--- src/rtl/smvm_rom_pkg.sv ---
// Shared types for the coefficient ROM read sequencer: default widths,
// sequencer states and the output beat record.
package smvm_rom_pkg;

    localparam int DEFAULT_ADDR_W = 7;
    localparam int DEFAULT_DATA_W = 8;

    typedef enum logic [1:0] {
        IDLE  = 2'd0,
        ISSUE = 2'd1,
        DRAIN = 2'd2
    } state_t;

    // One output beat: {odd entry, even entry}, byte keep mask, end-of-command mark.
    typedef struct packed {
        logic [2*DEFAULT_DATA_W-1:0] data;
        logic [1:0]                  keep;
        logic                        last;
    } beat_t;

endpackage

--- src/rtl/rom_pair_streamer_if.sv ---
// Bus bundle between the pair streamer, the dual-port ROM and the downstream sink.
interface rom_pair_streamer_if #(
    parameter int ADDR_W = 7,
    parameter int DATA_W = 8
);
    logic [ADDR_W-1:0]   rom_addr_a;
    logic [ADDR_W-1:0]   rom_addr_b;
    logic [DATA_W-1:0]   rom_q_a;
    logic [DATA_W-1:0]   rom_q_b;
    logic                out_valid;
    logic                out_ready;
    logic [2*DATA_W-1:0] out_data;
    logic [1:0]          out_keep;
    logic                out_last;

    modport master (
        output rom_addr_a, rom_addr_b, out_valid, out_data, out_keep, out_last,
        input  rom_q_a, rom_q_b, out_ready
    );

    modport slave (
        input  rom_addr_a, rom_addr_b, out_valid, out_data, out_keep, out_last,
        output rom_q_a, rom_q_b, out_ready
    );

endinterface

--- src/rtl/rom_rd_fifo.sv ---
// Small synchronous FIFO of output beats; occupancy feeds the issue credit check.
module rom_rd_fifo
    import smvm_rom_pkg::*;
#(
    parameter  int DEPTH = 4,
    localparam int PTR_W = (DEPTH > 1) ? $clog2(DEPTH) : 1,
    localparam int OCC_W = $clog2(DEPTH + 1)
) (
    input  logic             clk,
    input  logic             rst_l,
    input  logic             wr_en,
    input  beat_t            wr_beat,
    input  logic             rd_en,
    output beat_t            head,
    output logic             not_empty,
    output logic [OCC_W-1:0] occupancy
);

    beat_t            mem [DEPTH];
    logic [PTR_W-1:0] wr_ptr;
    logic [PTR_W-1:0] rd_ptr;
    logic             pop;

    function automatic logic [PTR_W-1:0] bump(input logic [PTR_W-1:0] p);
        return (p == PTR_W'(DEPTH - 1)) ? '0 : p + 1'b1;
    endfunction

    assign not_empty = (occupancy != '0);
    assign pop       = rd_en && not_empty;
    assign head      = mem[rd_ptr];

    // Storage is cleared on reset so the idle head presents all-zero outputs.
    always_ff @(posedge clk) begin
        if (!rst_l) begin
            wr_ptr    <= '0;
            rd_ptr    <= '0;
            occupancy <= '0;
            for (int i = 0; i < DEPTH; i++) begin
                mem[i] <= '0;
            end
        end else begin
            if (wr_en) begin
                mem[wr_ptr] <= wr_beat;
                wr_ptr      <= bump(wr_ptr);
            end
            if (pop) begin
                rd_ptr <= bump(rd_ptr);
            end
            case ({wr_en, pop})
                2'b10:   occupancy <= occupancy + 1'b1;
                2'b01:   occupancy <= occupancy - 1'b1;
                default: occupancy <= occupancy;
            endcase
        end
    end

endmodule

--- src/rtl/rom_pair_streamer.sv ---
// Walks a wrap-around ROM address range two entries per cycle and streams the
// read data as 16-bit beats, issuing reads only when buffer space is guaranteed.
module rom_pair_streamer
    import smvm_rom_pkg::*;
#(
    parameter int ADDR_W     = DEFAULT_ADDR_W,
    parameter int DATA_W     = DEFAULT_DATA_W,
    parameter int RD_LAT     = 2,
    parameter int FIFO_DEPTH = 4
) (
    input  logic              clk,
    input  logic              rst_l,
    input  logic              start,
    input  logic [ADDR_W-1:0] base,
    input  logic [ADDR_W:0]   count,
    output logic              busy,
    output logic              done,
    rom_pair_streamer_if.master bus
);

    localparam int            OCC_W     = $clog2(FIFO_DEPTH + 1);
    localparam logic [ADDR_W:0] MAX_COUNT = {1'b1, {ADDR_W{1'b0}}};

    state_t             state, state_nxt;
    logic [ADDR_W-1:0]  addr_a, addr_b;
    logic [ADDR_W-1:0]  pairs_left;
    logic               odd_cmd;
    logic               zero_done;
    logic [RD_LAT-1:0]  pipe_v, pipe_last, pipe_odd;
    logic [ADDR_W:0]    count_clamped;
    logic               accept, zero_cmd, issue_fire, final_pair, pop;
    logic [DATA_W-1:0]  cap_hi;
    int                 in_flight;
    beat_t              cap_beat, head;
    logic               not_empty;
    logic [OCC_W-1:0]   occupancy;

    assign count_clamped = (count > MAX_COUNT) ? MAX_COUNT : count;
    assign final_pair    = (pairs_left == ADDR_W'(1));
    assign pop           = not_empty && bus.out_ready;

    always_comb begin
        in_flight = 0;
        for (int i = 0; i < RD_LAT; i++) begin
            in_flight += int'(pipe_v[i]);
        end
    end

    // The address registers are preloaded on accept, so an issue in ISSUE means the
    // pair currently on the ROM ports is sampled at the coming edge.
    always_comb begin
        state_nxt  = state;
        accept     = 1'b0;
        zero_cmd   = 1'b0;
        issue_fire = 1'b0;
        done       = zero_done;
        case (state)
            IDLE: begin
                if (start) begin
                    if (count_clamped != '0) begin
                        accept    = 1'b1;
                        state_nxt = ISSUE;
                    end else begin
                        zero_cmd  = 1'b1;
                    end
                end
            end
            ISSUE: begin
                if (in_flight + int'(occupancy) < FIFO_DEPTH) begin
                    issue_fire = 1'b1;
                    if (final_pair) begin
                        state_nxt = DRAIN;
                    end
                end
            end
            DRAIN: begin
                if (pop && head.last) begin
                    done      = 1'b1;
                    state_nxt = IDLE;
                end
            end
            default: state_nxt = IDLE;
        endcase
    end

    always_ff @(posedge clk) begin
        if (!rst_l) begin
            state      <= IDLE;
            addr_a     <= '0;
            addr_b     <= '0;
            pairs_left <= '0;
            odd_cmd    <= 1'b0;
            zero_done  <= 1'b0;
            pipe_v     <= '0;
            pipe_last  <= '0;
            pipe_odd   <= '0;
        end else begin
            state     <= state_nxt;
            zero_done <= zero_cmd;
            if (accept) begin
                addr_a     <= base;
                addr_b     <= base + 1'b1;
                pairs_left <= count_clamped[ADDR_W:1] + ADDR_W'(count_clamped[0]);
                odd_cmd    <= count_clamped[0];
            end else if (issue_fire && !final_pair) begin
                addr_a     <= addr_a + ADDR_W'(2);
                addr_b     <= addr_b + ADDR_W'(2);
                pairs_left <= pairs_left - 1'b1;
            end
            pipe_v[0]    <= issue_fire;
            pipe_last[0] <= final_pair;
            pipe_odd[0]  <= final_pair && odd_cmd;
            for (int i = 1; i < RD_LAT; i++) begin
                pipe_v[i]    <= pipe_v[i-1];
                pipe_last[i] <= pipe_last[i-1];
                pipe_odd[i]  <= pipe_odd[i-1];
            end
        end
    end

    // The unused odd slot of an odd-length command is zeroed rather than passing stale ROM data.
    always_comb begin
        cap_hi        = pipe_odd[RD_LAT-1] ? '0 : bus.rom_q_b;
        cap_beat.data = {cap_hi, bus.rom_q_a};
        cap_beat.keep = pipe_odd[RD_LAT-1] ? 2'b01 : 2'b11;
        cap_beat.last = pipe_last[RD_LAT-1];
    end

    rom_rd_fifo #(
        .DEPTH (FIFO_DEPTH)
    ) u_fifo (
        .clk       (clk),
        .rst_l     (rst_l),
        .wr_en     (pipe_v[RD_LAT-1]),
        .wr_beat   (cap_beat),
        .rd_en     (bus.out_ready),
        .head      (head),
        .not_empty (not_empty),
        .occupancy (occupancy)
    );

    assign busy           = (state != IDLE);
    assign bus.rom_addr_a = addr_a;
    assign bus.rom_addr_b = addr_b;
    assign bus.out_valid  = not_empty;
    assign bus.out_data   = head.data;
    assign bus.out_keep   = head.keep;
    assign bus.out_last   = head.last;

endmodule

--- src/flat_wrapper.sv ---
// flat-port wrapper written by rule: the top's interface ports become plain ports
module rom_pair_streamer_flat import smvm_rom_pkg::*;
#(
    parameter int ADDR_W     = DEFAULT_ADDR_W,
    parameter int DATA_W     = DEFAULT_DATA_W,
    parameter int RD_LAT     = 2,
    parameter int FIFO_DEPTH = 4
)
  (clk, rst_l, start, base, count, busy, done, bus_rom_addr_a, bus_rom_addr_b, bus_out_valid, bus_out_data, bus_out_keep, bus_out_last, bus_rom_q_a, bus_rom_q_b, bus_out_ready);
  rom_pair_streamer_if #(.ADDR_W(ADDR_W), .DATA_W(DATA_W)) bus_i ();
  input  logic clk;
  input  logic rst_l;
  input  logic start;
  input  logic [ADDR_W-1:0] base;
  input  logic [ADDR_W:0] count;
  output logic busy;
  output logic done;
  output wire logic [$bits(bus_i.rom_addr_a)-1:0] bus_rom_addr_a;
  output wire logic [$bits(bus_i.rom_addr_b)-1:0] bus_rom_addr_b;
  output wire logic [$bits(bus_i.out_valid)-1:0] bus_out_valid;
  output wire logic [$bits(bus_i.out_data)-1:0] bus_out_data;
  output wire logic [$bits(bus_i.out_keep)-1:0] bus_out_keep;
  output wire logic [$bits(bus_i.out_last)-1:0] bus_out_last;
  input wire logic [$bits(bus_i.rom_q_a)-1:0] bus_rom_q_a;
  input wire logic [$bits(bus_i.rom_q_b)-1:0] bus_rom_q_b;
  input wire logic [$bits(bus_i.out_ready)-1:0] bus_out_ready;
  assign bus_rom_addr_a = bus_i.rom_addr_a;
  assign bus_rom_addr_b = bus_i.rom_addr_b;
  assign bus_out_valid = bus_i.out_valid;
  assign bus_out_data = bus_i.out_data;
  assign bus_out_keep = bus_i.out_keep;
  assign bus_out_last = bus_i.out_last;
  assign bus_i.rom_q_a = bus_rom_q_a;
  assign bus_i.rom_q_b = bus_rom_q_b;
  assign bus_i.out_ready = bus_out_ready;
  rom_pair_streamer #(.ADDR_W(ADDR_W), .DATA_W(DATA_W), .RD_LAT(RD_LAT), .FIFO_DEPTH(FIFO_DEPTH)) u_core (.clk(clk), .rst_l(rst_l), .start(start), .base(base), .count(count), .busy(busy), .done(done), .bus(bus_i));
endmodule
--- config.mk ---
export PLATFORM = sky130hd
export DESIGN_NAME = rom_pair_streamer_flat
export DESIGN_NICKNAME = d
export VERILOG_FILES = /design/src/rtl/smvm_rom_pkg.sv /design/src/rtl/rom_pair_streamer_if.sv /design/src/rtl/rom_rd_fifo.sv /design/src/rtl/rom_pair_streamer.sv /design/src/flat_wrapper.sv
export SDC_FILE = /design/constraint.sdc
export NUM_CORES = 1
export LEC_CHECK = 0
export CAP_MARGIN = 25
export CORE_MARGIN = 1
export CORE_UTILIZATION = 50
export CTS_BUF_LIST = sky130_fd_sc_hd__clkbuf_16
export DETAILED_ROUTE_END_ITERATION = 8
export DONT_BUFFER_PORTS = 1
export GPL_TIMING_DRIVEN = 0
export PLACE_DENSITY = 0.61
export SLEW_MARGIN = 0
export SYNTH_ARGS = -nofsm -noshare
export SYNTH_HDL_FRONTEND = slang
export SYNTH_SLANG_ARGS = --single-unit
--- constraint.sdc ---
create_clock -name clk -period 3.6 [get_ports clk]
set_input_delay 0.72 -clock clk [delete_from_list [all_inputs] [get_ports clk]]
set_output_delay 0.72 -clock clk [all_outputs]
set_load 0.03 [all_outputs]
; Yosys cells after proc, flatten, opt, wreduce, memory -nomap -nowiden
; Memories as Yosys holds them, arrays and structs flattened. A register that Yosys moved wholly into a read port is not among the register bits.
; Index checks and enable logic that the tools add are counted.
[totals]
reg_bits = 38
latch_bits = 0
ram_bits = 76
mem_bits_ro = 0
inputBits = 35
output_inout_bits = 36
word_cells = 87
memories = 1
[op_classes]
addsub = 11
multipliers = 0
div_mod_pow = 0
order_cmp = 2
n_eq_ne = 12
shift = 0
mux = 35
n_bitwise = 0
reduce_logical = 14
[memory_table]
columns = name, depth, width, rd, rd_clocked_by_memory_dff, write_ports, line
row1 = u_core.u_fifo.mem, 4, 19, 1, 1, 4, rom_rd_fifo.sv:19  ; beat_t mem [DEPTH];
[ops]
columns = cell, count
row1 = 7-bit two-way mux, 6
row2 = 32-bit by 4-bit adder with 32-bit output, 1
row3 = "32-bit by 4-bit less-than comparator with 1-bit output, second input constant", 1
row4 = 2-bit two-way mux, 11
row5 = 19-bit two-way mux, 1
row6 = 19-bit OR reduction, 1
row7 = 8-bit two-way mux, 2
row8 = "7-bit by 2-bit adder with 7-bit output, second input constant", 2
row9 = 1-bit two-way mux, 13
row10 = "2-bit equality test, second input constant", 4
row11 = "8-bit greater-than comparator, second input constant", 1
row12 = "2-bit by 1-bit inequality test with 1-bit output, second input constant", 4
row13 = 8-bit nonzero test, 1
row14 = 7-bit by 1-bit adder with 7-bit output, 1
row15 = "7-bit by 1-bit adder with 7-bit output, second input constant", 1
row16 = "7-bit by 1-bit equality test with 1-bit output, second input constant", 1
row17 = "7-bit by 1-bit subtractor with 7-bit output, second input constant", 1
row18 = 2-bit one-hot mux with 3 select lines, 1
row19 = 3-bit one-hot mux with 2 select lines, 1
row20 = 2-bit nonzero test, 3
row21 = 5-bit AND reduction, 1
row22 = "2-bit by 1-bit adder with 2-bit output, second input constant", 2
row23 = "2-bit by 1-bit equality test with 1-bit output, second input constant", 2
row24 = 1-bit logical AND, 4
row25 = 8 further kinds, 8

; Depth between registers and ports, before layout
; Gate-level depths: netlist of run 1.
[logic_depth]
ltp_word = 8
depth_mapped = 10

; Hierarchy
; From an unflattened synthesis of run 1, not the netlist that was laid out.
[unflattened]
cells_unflattened = 444
area_unflattened_um2 = 5600.4
[modules_own_cells]
columns = mod, n_inst, cells_per_inst, area_each_um2, seq_area_each_um2
row1 = rom_rd_fifo, 1, 235, 3772.4, 2462.4
row2 = rom_pair_streamer, 1, 209, 1828.0, 620.6

; Least setup slack after synthesis of run 1
; OpenSTA, ideal clock, no wires.
[synth_timing]
path_type = input port to flip-flop
from = input port count[7]
to = register u_core.pairs_left[5]
setup_time_ns = 0.062
arrival_time_ns = 2.274
required_ns = 3.538
setup_slack_ns = 1.264
stages = 8
n_path_buf = 1
path_cell_list = clkbuf_1 -> inv_1 -> nand2_1 -> ha_1 -> nand2b_1 -> o311a_4 -> or4_1 -> nand3_1
[synth_between]
elab_chain_len = 7
elab_cells_between_ends = 9
cone_classes = 1 x add/sub / 1 x order compare / 5 x mux / 2 x reduce/logical
[synth_lines]
columns = item, line
row1 = start: declaration, flat_wrapper.sv:15  ; input logic [ADDR_W:0] count;
row2 = 8-bit greater-than comparator, rom_pair_streamer.sv:38  ; assign count_clamped = (count > MAX_COUNT) ? MAX_COUNT : count;
row3 = 8-bit two-way mux (*), rom_pair_streamer.sv:38
row4 = "parallel branches: the longest is 5 deep, another holds 7-bit by 1-bit adder with 7-bit output", -
row5 = end signal: assignment, rom_pair_streamer.sv:103  ; pairs_left <= count_clamped[ADDR_W:1] + ADDR_W'(count_clamped[0]);
row6 = end signal: assignment, rom_pair_streamer.sv:108  ; pairs_left <= pairs_left - 1'b1;
row7 = end: declaration, rom_pair_streamer.sv:26  ; logic [ADDR_W-1:0] pairs_left;
; Every way passes the cells marked *.
; A chain may end at the register's enable or synchronous reset.

==> results of run 1 <==
[worst max-delay path: cells and delay by family, from the launching register on]
family	cells	cell delay, ns
buffers and inverters	2	1.10
DFF	1	0.30
muxes	1	0.53
[how the worst min path moves through the flow]
stage                        start                   to
2_1_floorplan  u_core.pipe_last[0]  u_core.pipe_last[1]
3_3_place_gp    u_core.pipe_odd[0]   u_core.pipe_odd[1]
3_5_place_dp    u_core.pipe_odd[0]   u_core.pipe_odd[1]
4_1_cts         u_core.pipe_odd[0]   u_core.pipe_odd[1]
5_1_grt        u_core.pipe_last[0]  u_core.pipe_last[1]
6_report        u_core.pipe_odd[0]   u_core.pipe_odd[1]
[sequential cells by signal (all words and copies together), names as in the netlist, named ones only]
signal	count
u_core.pairs_left	7
u_core.u_fifo.rd_ptr	2
u_core.zero_done	1
u_core.pipe_odd	2
u_core.odd_cmd	1
u_core.state	2
u_core.bus.rom_addr_b	7
u_core.pipe_last	2
u_core.u_fifo.mem	76
u_core.pipe_v	2
u_core.bus.rom_addr_a	7
u_core.u_fifo.occupancy	3
u_core.u_fifo.wr_ptr	2
[cell families (layout without fill, tap and decap cells)]
| family | after synthesis | count (layout) |
|---|---|---|
| simple gates | 176 | 176 |
| mux | 22 | 22 |
| compound gates | 63 | 63 |
| fa+ha+maj | 14 | 14 |
| buf+inv | 39 | 74 |
| flops | 116 | 116 |
| xor+xnor | 11 | 11 |
[Yosys cell counts (2+ instances only)]
library cell,number
buf_4,2
mux4_2,19
a311o_1,2
nor2b_1,4
a21oi_1,15
o211a_1,2
ha_1,13
and4_1,3
nor2_1,14
buf_2,5
dfxtp_1,40
a31oi_1,3
o211ai_1,2
o21ai_0,15
nor3b_1,2
a211oi_1,2
edfxtp_1,76
nand2_1,24
inv_1,15
nor4_1,2
and2_1,64
or3_1,9
xor2_1,5
or4_1,3
xnor2_1,6
o21a_1,4
nor3_1,14
a311oi_1,5
clkbuf_1,16
o31ai_1,2
o2111ai_1,2
nand2b_1,7
mux2i_1,3
nand3_1,16
and3_1,10
or4_4,2
[cell type report]
cell class                 count  area [µm²]  area share, %
buffer                        24         104           1.66
clock inverter                15         184           2.94
timing repair buffer           3        57.6          0.920
multi-input combinational    286        2170           34.8
clock buffer                  17         425           6.80
tap                          136         170           2.72
inverter                      15        56.3          0.900
sequential                   116        3080           49.3
[layer usage]
metal  GRT usage [%]  vias up  share of wire, %
met5               0        -                 0
met4            11.3        0               2.0
met3            6.19       18               5.8
met2            37.8      101                51
met1            26.1     1699                41
li1                -     1688                 -
[layout by cell type (no fill, tap or decap), types with 3 or more instances in the layout]
master and count:
edfxtp_1 76, and2_1 64, dfxtp_1 40, nand2_1 24
mux4_2 19, clkbuf_16 17, clkbuf_1 16, nand3_1 16
inv_1 15, o21ai_0 15, a21oi_1 15, nor2_1 14
nor3_1 14, ha_1 13, and3_1 10, or3_1 9
nand2b_1 7, xnor2_1 6, clkinv_4 6, buf_2 5
a311oi_1 5, xor2_1 5, nor2b_1 4, o21a_1 4
and4_1 3, a31oi_1 3, mux2i_1 3, or4_1 3
clkinvlp_4 3, bufinv_16 3
[power groups by stage]
stage	combinational, mW	clock [mW]	sequential (mW)
after floorplan	0.367	0	1.59
after global placement	0.441	0	1.61
after detailed placement	0.448	0	1.61
after CTS	0.450	1.73	1.59
after global routing	0.496	1.79	1.59
final	0.451	1.71	1.58
==> results by group, run 1 <==
Run status
  • Outcome: finished clean

Yosys
  • Top FF cell, synth: edfxtp_1
  • Synth top area cells: edfxtp_1 (42%), dfxtp_1 (15%), mux4_2 (7.9%), and2_1 (7.4%), ha_1 (3.0%)
  • Seq/Total Area, Yosys: 57.0%
  • XOR/XNOR Fraction of Synth Area: roughly 1.8%
  • Compound-Gate Fraction of Synth Area: 8.07%
  • Synth Net Count: a little under 500
  • Main combinational cell family by area after synthesis: simple AND/OR/NAND/NOR gates
  • EDFF count, synth: 76
  • Synth top area share: a little over two fifths
  • Mapped Cells: 441
  • Post-Synth Simple-Gate Area: between 10% and 20%
  • Post-synthesis mux area share: around 8.5%
  • Post-synthesis adder-cell area fraction: between 3 and 4%
  • #FFs+latches synth: roughly 120
  • Syn. warnings: 0
  • Leading area contributor after synthesis: edfxtp_1
  • Yosys cell types: 49
  • Avg Cell Area, Syn: 12.3 µm²
  • Mapped Area: roughly 0.0054 mm²
  • Asr flop ratio synth: 0%

Routing
  • Pre-Repair DR Iteration Count: 4
  • Routed Antenna Nets: 0
  • First DRT Iteration DRCs: roughly 190
  • Final wirelength: about 11000 µm
  • Via-to-Cell Ratio: ~5.7
  • Via Count: 3506
  • Remaining DRCs: 0
  • DR WL/cell: between 15 and 20 µm

Clock tree
  • Clock Path Buffers: 2
  • Clock Tree Root: clkbuf_16
  • CTS Buf Count: 17
  • Clock Pin Slew Worst Setup and Hold Paths: 0.05 ns
  • Resize count post-CTS: 0
  • CTS Sinks: roughly 120
  • Hold bufs inserted after CTS: 0
  • Setup Fix Bufs, Post-CTS: 0
  • H-tree depth: 4
  • CTS tree: yes
  • Clock Latency Late Sink: a little over 0.4 ns

Floorplan
  • Core Footprint: about 0.010 mm²
  • Die W: between 100 and 150 µm
  • Full die area: 0.0112 mm²
  • I/O pin total: a little over 70
  • Die Height: ~110 µm
  • FP Rows: 37
  • Starting Density: between 50% and 60%

Min path
  • Hold Crit Class: register to register
  • Worst hold stages: 1

STA
  • Max-slew violations: 0
  • Endpoints failing setup: 0
  • Unrepaired setup endpoints after global routing: no
  • Period utilization: about 85%
  • Fin Clk Skew: about 0.0075 ns
  • Hold WS: ~0.45 ns
  • Final WS setup: about 0.54 ns
  • Final Hold Fails: 0
  • Rel. slew slack: 38.8%
  • Worst-Margin Slew: just over 0.9 ns
  • Max Fclk: ~0.33 GHz
  • Tmin final: a little over 3 ns
  • Setup TNS: 0 ns

Power
  • Peak VDD IR: roughly 0.00029 V
  • Leak: approximately 2.3 nW
  • Sw Ratio: 26.4%
  • Pwr/cell area: between 500 and 600 mW/mm²
  • Net Sw Power: 986 µW
  • Sequential share of power: a little over two fifths
  • Clk network pwr share: 45.6%
  • Gate power share: 12.1%
  • Internal: roughly 2.8 mW
  • Pwr Total: approximately 3.7 mW

Setup path
  • Arrival @ worst endpoint: roughly 2.3 ns
  • Most used cell, CP: clkbuf_1
  • Reg2reg end: u_core.bus.rom_addr_b[3]
  • Worst reg2reg path depth: 7
  • Startpoint class of the critical path: register
  • RR Startpoint: u_core.pipe_v[1]
  • Crit. End Element: primary output
  • Slowest stage delay, CP: ~0.58 ns
  • Worst path slowest cell: clkbuf_1
  • Crit path to: bus_out_data[6]
  • Worst-path cell chain: clkbuf_1 > clkbuf_1 > mux4_2
  • CP max FO: 10
  • R2r setup slk: about 0.91 ns
  • Worst Path Required: approximately 2.9 ns
  • CP Class: register to primary output

Place
  • Post-Place Cells: 577
  • Hpwl dp: between 7000 and 8000 µm
  • Pre-CTS WS: 0.613 ns
  • Post-place instance area: approximately 0.0056 mm²
  • Port bufs: 0
  • Gpl congestion: 0.819

GRT
  • Pin count of the biggest net entering global routing: 20
  • Vias in the first global route: between 3000 and 4000
  • First-pass GRT wire length: 18600 µm
  • Antenna violations before repair: 0
  • Total GRT Usage: 22.3%
  • Grt total ovfl: 0

Layout
  • Final Util: 60.0%
  • Fin nets: 512
  • Fillcell total: 850
  • Area Growth Syn to Fin: 15.6%
  • Fin area: roughly 0.0063 mm²
  • Diode count: 0
  • Share of layout cells above drive strength 1: between 10% and 20%
  • Layout Cells excl Fill: 612

Run
  • Max_cap viols: 0
Power figures use the tool's default switching activity.
==> inputs of run 2 (changes only) <==
--- a/config.mk
+++ b/config.mk
@@ -12,7 +12,6 @@
 export DETAILED_ROUTE_END_ITERATION = 8
 export DONT_BUFFER_PORTS = 1
 export GPL_TIMING_DRIVEN = 0
-export PLACE_DENSITY = 0.61
 export SLEW_MARGIN = 0
 export SYNTH_ARGS = -nofsm -noshare
 export SYNTH_HDL_FRONTEND = slang
==> run 2 against run 1 <==
Count of clock-buffer cells in the layout unchanged. Worst hold slack got worse by 0.0086 ns. Highest routed layer unchanged. Largest power group unchanged. Fmax increased by 0.70%. First-iteration DRC count down 29%. Via count increased by 0.17%. Routed wire length fell by 2.2%. Clock power fell by 5%. Combinational power increased by 1%. Design area barely moved. Global-route usage shrank 0.55 points. Sequential share of layout area about the same.
==> results by group, run 2 (synthesis gave the netlist of run 1 again) <==
Setup path
  • R2r setup slk: 0.96 ns (+0.05 ns)
  • CP Class: register to primary output
  • Worst Path Required: 2.88 ns (about the same)
  • Slowest stage delay, CP: 0.58 ns (about the same)
  • Arrival @ worst endpoint: 2.32 ns (-0.02 ns)
  • Worst-path cell chain: clkbuf_1 > clkbuf_1 > mux4_2
  • Startpoint class of the critical path: register
  • Crit. End Element: primary output
  • CP max FO: 10 (unchanged)
  • Most used cell, CP: clkbuf_1
  • Worst path slowest cell: clkbuf_1

Routing
  • First DRT Iteration DRCs: 133 (-29%)
  • DR WL/cell: 18.3 µm (-2.2%)
  • Pre-Repair DR Iteration Count: 5 (+1)
  • Remaining DRCs: 0 (unchanged)
  • Via Count: 3512 (+0.17%)
  • Routed Antenna Nets: 0 (unchanged)
  • Final wirelength: 11200 µm (-2.2%)
  • Via-to-Cell Ratio: 5.74 (+0.17%)

Layout
  • Area Growth Syn to Fin: 15.6% (about the same)
  • Layout Cells excl Fill: 612 (unchanged)
  • Most frequent cells in the layout: edfxtp_1 (76), and2_1 (64), dfxtp_1 (40), nand2_1 (24), mux4_2 (19)
  • Max reg flops: 76 (unchanged)
  • Area of the multi-input gates: 0.00217 mm² (unchanged)
  • Share of layout cells above drive strength 1: 13.4% (-0.21 points)
  • Commonest non-fill, non-tap cell in the layout: edfxtp_1
  • Fin nets: 512 (unchanged)
  • Top reg by flops: u_core.u_fifo.mem
  • Fillcell total: 839 (-1.3%)
  • Diode count: 0 (unchanged)
  • Storage cell area: 0.00308 mm² (unchanged)

STA
  • Worst-Margin Slew: 0.960 ns (+0.0450 ns)
  • Period utilization: 84.5% (-0.59 points)
  • Unrepaired setup endpoints after global routing: no
  • Max Fclk: 0.329 GHz (+0.70%)
  • Setup TNS: 0 ns (unchanged)
  • Fin Clk Skew: 0.0132 ns (+0.00577 ns)
  • Endpoints failing setup: 0 (unchanged)
  • Tmin final: 3.04 ns (-0.0213 ns)
  • Final Hold Fails: 0 (unchanged)
  • Rel. slew slack: 35.8% (-3.0 points)
  • Max-slew violations: 0 (unchanged)

Run status
  • Outcome: finished clean

Min path
  • Hold Crit Class: register to register

GRT
  • Pin count of the biggest net entering global routing: 20 (unchanged)
  • Vias in the first global route: 3669 (-0.86%)
  • Grt total ovfl: 0 (unchanged)
  • Total GRT Usage: 21.8% (-0.55 points)
  • Antenna violations before repair: 0 (unchanged)
  • First-pass GRT wire length: 18400 µm (-1.0%)

Place
  • Hpwl dp: 7560 µm (-1.8%)
  • Post-Place Cells: 578 (+0.17%)
  • Port bufs: 0 (unchanged)
  • Gpl congestion: 0.868 (+6.0%)

Clock tree
  • Clock Latency Late Sink: 0.40 ns (about the same)
  • Hold bufs inserted after CTS: 0 (unchanged)
  • CTS tree: yes
  • Setup Fix Bufs, Post-CTS: 0 (unchanged)
  • Clock Tree Root: clkbuf_16
  • CTS Sinks: 116 (unchanged)
  • Resize count post-CTS: 0 (unchanged)
  • H-tree depth: 4 (unchanged)
  • Clock Path Buffers: 2 (unchanged)
  • Clock Pin Slew Worst Setup and Hold Paths: 0.05 ns (about the same)
  • CTS Buf Count: 17 (unchanged)

Power
  • Pwr/cell area: 586 mW/mm² (-2.0%)
  • Leak: 2.34 nW (about the same)
  • Peak VDD IR: 0.000303 V (+5.8%)

Floorplan
  • Die Height: 106 µm (unchanged)
  • I/O pin total: 71 (unchanged)
  • Full die area: 0.0112 mm² (unchanged)
  • Core Footprint: 0.0104 mm² (unchanged)
  • FP Rows: 37 (unchanged)
  • Die W: 106 µm (unchanged)
  • Starting Density: 52.0% (unchanged)

Run
  • Max_cap viols: 0 (unchanged)
-- run 2: cell count changes in the layout (fill, tap and decap cells not counted) --
cell / previous run / this run
clkinv_1: 0 / 1
buf_16: 1 / 3
bufinv_16: 3 / 2
buf_8: 2 / 0
clkinv_4: 6 / 5
inv_6: 1 / 2
-- run 2: layer usage --
| layer | routed length, µm | vias up | share of wire, % | GRT usage [%] |
|---|---|---|---|---|
| met2 | 5820 | 79 | 52 | 38.7 |
| met3 | 526 | 11 | 4.7 | 7.48 |
| met5 | 0 | - | 0 | 0 |
| li1 | - | 1693 | - | - |
| met1 | 4750 | 1729 | 42 | 25.1 |
| met4 | 111 | 0 | 0.99 | 5.65 |
-- run 2: where the power goes --
group          internal (mW)  switching, mW
Combinational          0.173          0.284
Clock                   1.02          0.606
Sequential              1.50         0.0873
Total                   2.69          0.977
-- run 2: path summary, 6_finish.rpt --
| kind | start | to | depth (start not counted) |
|---|---|---|---|
| max | register | bus_out_data[7] | 3 |
| min | u_core.pipe_odd[0] | u_core.pipe_odd[1] | 1 |
| max reg2reg | u_core.pipe_v[1] | u_core.pairs_left[2] | 7 |
| min reg2reg | u_core.pipe_odd[0] | u_core.pipe_odd[1] | 1 |
-- run 2: worst max-delay path, delay by kind of cell (launching register included) --
kind     cells  cell delay, ns
buf+inv      2            1.08
mux          1            0.53
flops        1            0.30
-- run 2: metrics by stage --
step	cell area (µm²)	worst slack, ns	util (%)	power (mW)	hold WS [ns]
floorplan	5410	1.26	-	1.96	0.412
global placement	5580	0.675	53.6	2.05	0.418
detailed placement	5620	0.593	53.9	2.07	0.425
CTS	6200	0.492	59.5	3.69	0.438
global route	6250	0.445	60.0	3.81	0.447
finish	6250	0.557	60.0	3.67	0.438
-- run 2: layout make-up --
| cell class | count | area share (%) |
|---|---|---|
| well taps | 136 | 2.72 |
| multi-input cells | 286 | 34.8 |
| clock inverters | 15 | 2.52 |
| repair buffers | 3 | 1.32 |
| inverters | 15 | 0.900 |
| clock buffers | 17 | 6.80 |
| plain buffers | 24 | 1.66 |
| flip-flops and latches | 116 | 49.3 |
==> inputs of run 3 (changes only) <==
==> constraint.sdc (replaced) <==
create_clock -name clk -period 2.9 [get_ports clk]
set_input_delay 0.58 -clock clk [delete_from_list [all_inputs] [get_ports clk]]
set_output_delay 0.58 -clock clk [all_outputs]
set_load 0.03 [all_outputs]
==> run 3 against run 2 <==
Die area stayed put. Critical path depth stayed put. Core utilization hardly changed. Sequential share of layout area hardly changed. Critical endpoint is now done. Largest power group unchanged.
==> results by group, run 3 (synthesis gave the netlist of run 1 again) <==
Place
  • Port bufs: 0 (unchanged)
  • Gpl congestion: 0.868 (unchanged)
  • Post-Place Cells: 578 (unchanged)
  • Hpwl dp: 7560 µm (unchanged)
  • Pre-CTS WS: 0.0326 ns (-0.560 ns)

Routing
  • First DRT Iteration DRCs: 133 (unchanged)
  • Remaining DRCs: 0 (unchanged)
  • Pre-Repair DR Iteration Count: 4 (-1)
  • DR WL/cell: 18.3 µm (about the same)
  • Via-to-Cell Ratio: 5.73 (-0.14%)
  • Via Count: 3507 (-0.14%)
  • Final wirelength: 11200 µm (about the same)
  • Routed Antenna Nets: 0 (unchanged)

GRT
  • Vias in the first global route: 3669 (unchanged)
  • Grt total ovfl: 0 (unchanged)
  • Pin count of the biggest net entering global routing: 20 (unchanged)
  • First-pass GRT wire length: 18400 µm (unchanged)
  • Total GRT Usage: 21.8% (unchanged)
  • Antenna violations before repair: 0 (unchanged)

STA
  • Max-slew violations: 0 (unchanged)
  • Setup TNS: 0 ns (unchanged)
  • Rel. slew slack: 36.0% (+0.14 points)
  • Max Fclk: around 0.36 GHz
  • Unrepaired setup endpoints after global routing: no
  • Final WS setup: 0.152 ns (-0.404 ns)
  • Period utilization: ~95%
  • Final Hold Fails: 0 (unchanged)
  • Worst-Margin Slew: 0.958 ns (-0.00211 ns)
  • Hold WS: 0.346 ns (-0.0922 ns)
  • Fin Clk Skew: 0.0132 ns (-0.000000100 ns)
  • Endpoints failing setup: 0 (unchanged)
  • Tmin final: roughly 2.7 ns

Floorplan
  • Full die area: 0.0112 mm² (unchanged)
  • FP Rows: 37 (unchanged)
  • Die Height: 106 µm (unchanged)
  • Core Footprint: 0.0104 mm² (unchanged)
  • I/O pin total: 71 (unchanged)
  • Die W: 106 µm (unchanged)
  • Starting Density: 52.0% (unchanged)

Min path
  • Hold_sp: start
  • Worst hold stages: 2 (+1)
  • Worst hold endpoint: u_core.zero_done
  • Hold Crit Class: input port to register

Clock tree
  • Resize count post-CTS: 1 (+1)
  • Clock Path Buffers: 2 (unchanged)
  • Clock Tree Root: clkbuf_16
  • H-tree depth: 4 (unchanged)
  • Hold bufs inserted after CTS: 0 (unchanged)
  • CTS tree: yes
  • Clock Latency Late Sink: 0.40 ns (about the same)
  • Setup Fix Bufs, Post-CTS: 0 (unchanged)
  • Clock Pin Slew Worst Setup and Hold Paths: 0.05 ns (about the same)
  • CTS Buf Count: 17 (unchanged)
  • CTS Sinks: 116 (unchanged)

Layout
  • Layout Cells excl Fill: 612 (unchanged)
  • Fillcell total: 838 (-0.12%)
  • Area Growth Syn to Fin: 15.6% (about the same)
  • Commonest non-fill, non-tap cell in the layout: edfxtp_1
  • Share of layout cells above drive strength 1: 13.9% (+0.42 points)
  • Top reg by flops: u_core.u_fifo.mem
  • Diode count: 0 (unchanged)
  • Fin nets: 512 (unchanged)
  • Area of the multi-input gates: 0.00217 mm² (unchanged)
  • Max reg flops: 76 (unchanged)
  • Most frequent cells in the layout: edfxtp_1 (76), and2_1 (64), dfxtp_1 (40), nand2_1 (24), mux4_2 (19)
  • Final Util: 60.1% (about the same)
  • Storage cell area: 0.00308 mm² (unchanged)

Setup path
  • CP Class: register to primary output
  • RR Startpoint: u_core.pipe_v[1]
  • Worst Path Required: 2.32 ns (-0.56 ns)
  • Crit. End Element: primary output
  • Worst reg2reg path depth: 6 (-1)
  • R2r setup slk: 0.38 ns (-0.58 ns)
  • Reg2reg end: u_core.bus.rom_addr_b[6]
  • CP max FO: 10 (unchanged)
  • Startpoint class of the critical path: register
  • Arrival @ worst endpoint: 2.17 ns (-0.15 ns)

Power
  • Pwr/cell area: 727 mW/mm² (+24%)
  • Peak VDD IR: 0.000376 V (+24%)
  • Leak: 2.34 nW (+0.29%)

Run status
  • Outcome: finished clean

Run
  • Max_cap viols: 0 (unchanged)
==> run 3: cell types whose count changed in the layout (fill, tap and decap cells not counted), sizes merged <==
cell | before | now
clkbuf | 33 | 34
buf | 11 | 10
==> run 3: worst max-delay path by stage <==
stage	start	to
after global placement	rst_l	u_core.u_fifo.mem[1][3]
final	register	done
after global routing	register	bus_out_data[13]
after detailed placement	rst_l	u_core.u_fifo.mem[1][4]
after floorplan	u_core.pipe_v[1]	u_core.bus.rom_addr_a[6]
after CTS	register	bus_out_data[9]
==> run 3: report_power, final <==
group	total (mW)	internal, mW	switching, mW
Sequential	1.96	1.86	0.108
Combinational	0.568	0.215	0.353
Clock	2.02	1.27	0.750
Total	4.55	3.34	1.21
==> run 3: cell type report <==
type	instances	share of cell area, %
repair buffers	3	1.32
multi-input cells	286	34.8
flip-flops and latches	116	49.3
well taps	136	2.72
plain buffers	24	1.70
inverters	15	0.900
clock inverters	15	2.52
clock buffers	17	6.80
==> run 3: worst max-delay path: stages, from the launching register on <==
cell and delay, ns:
dfxtp_1 0.30, clkbuf_1 0.51, mux4_2 0.56, a41o_1 0.40
==> run 3: per-stage QoR <==
stage	instance area [µm²]	power, mW
global placement	5580	2.54
global route	6260	4.72
CTS	6200	4.58
detailed placement	5620	2.56
floorplan	5410	2.43
finish	6260	4.55
==> run 3: per-layer routing <==
layer	global-route usage, %	up-vias	part of all wire (%)
met5	0	-	0
met4	5.65	0	0.99
met3	7.48	11	4.7
met2	38.7	79	52
met1	25.1	1725	42
li1	-	1692	-
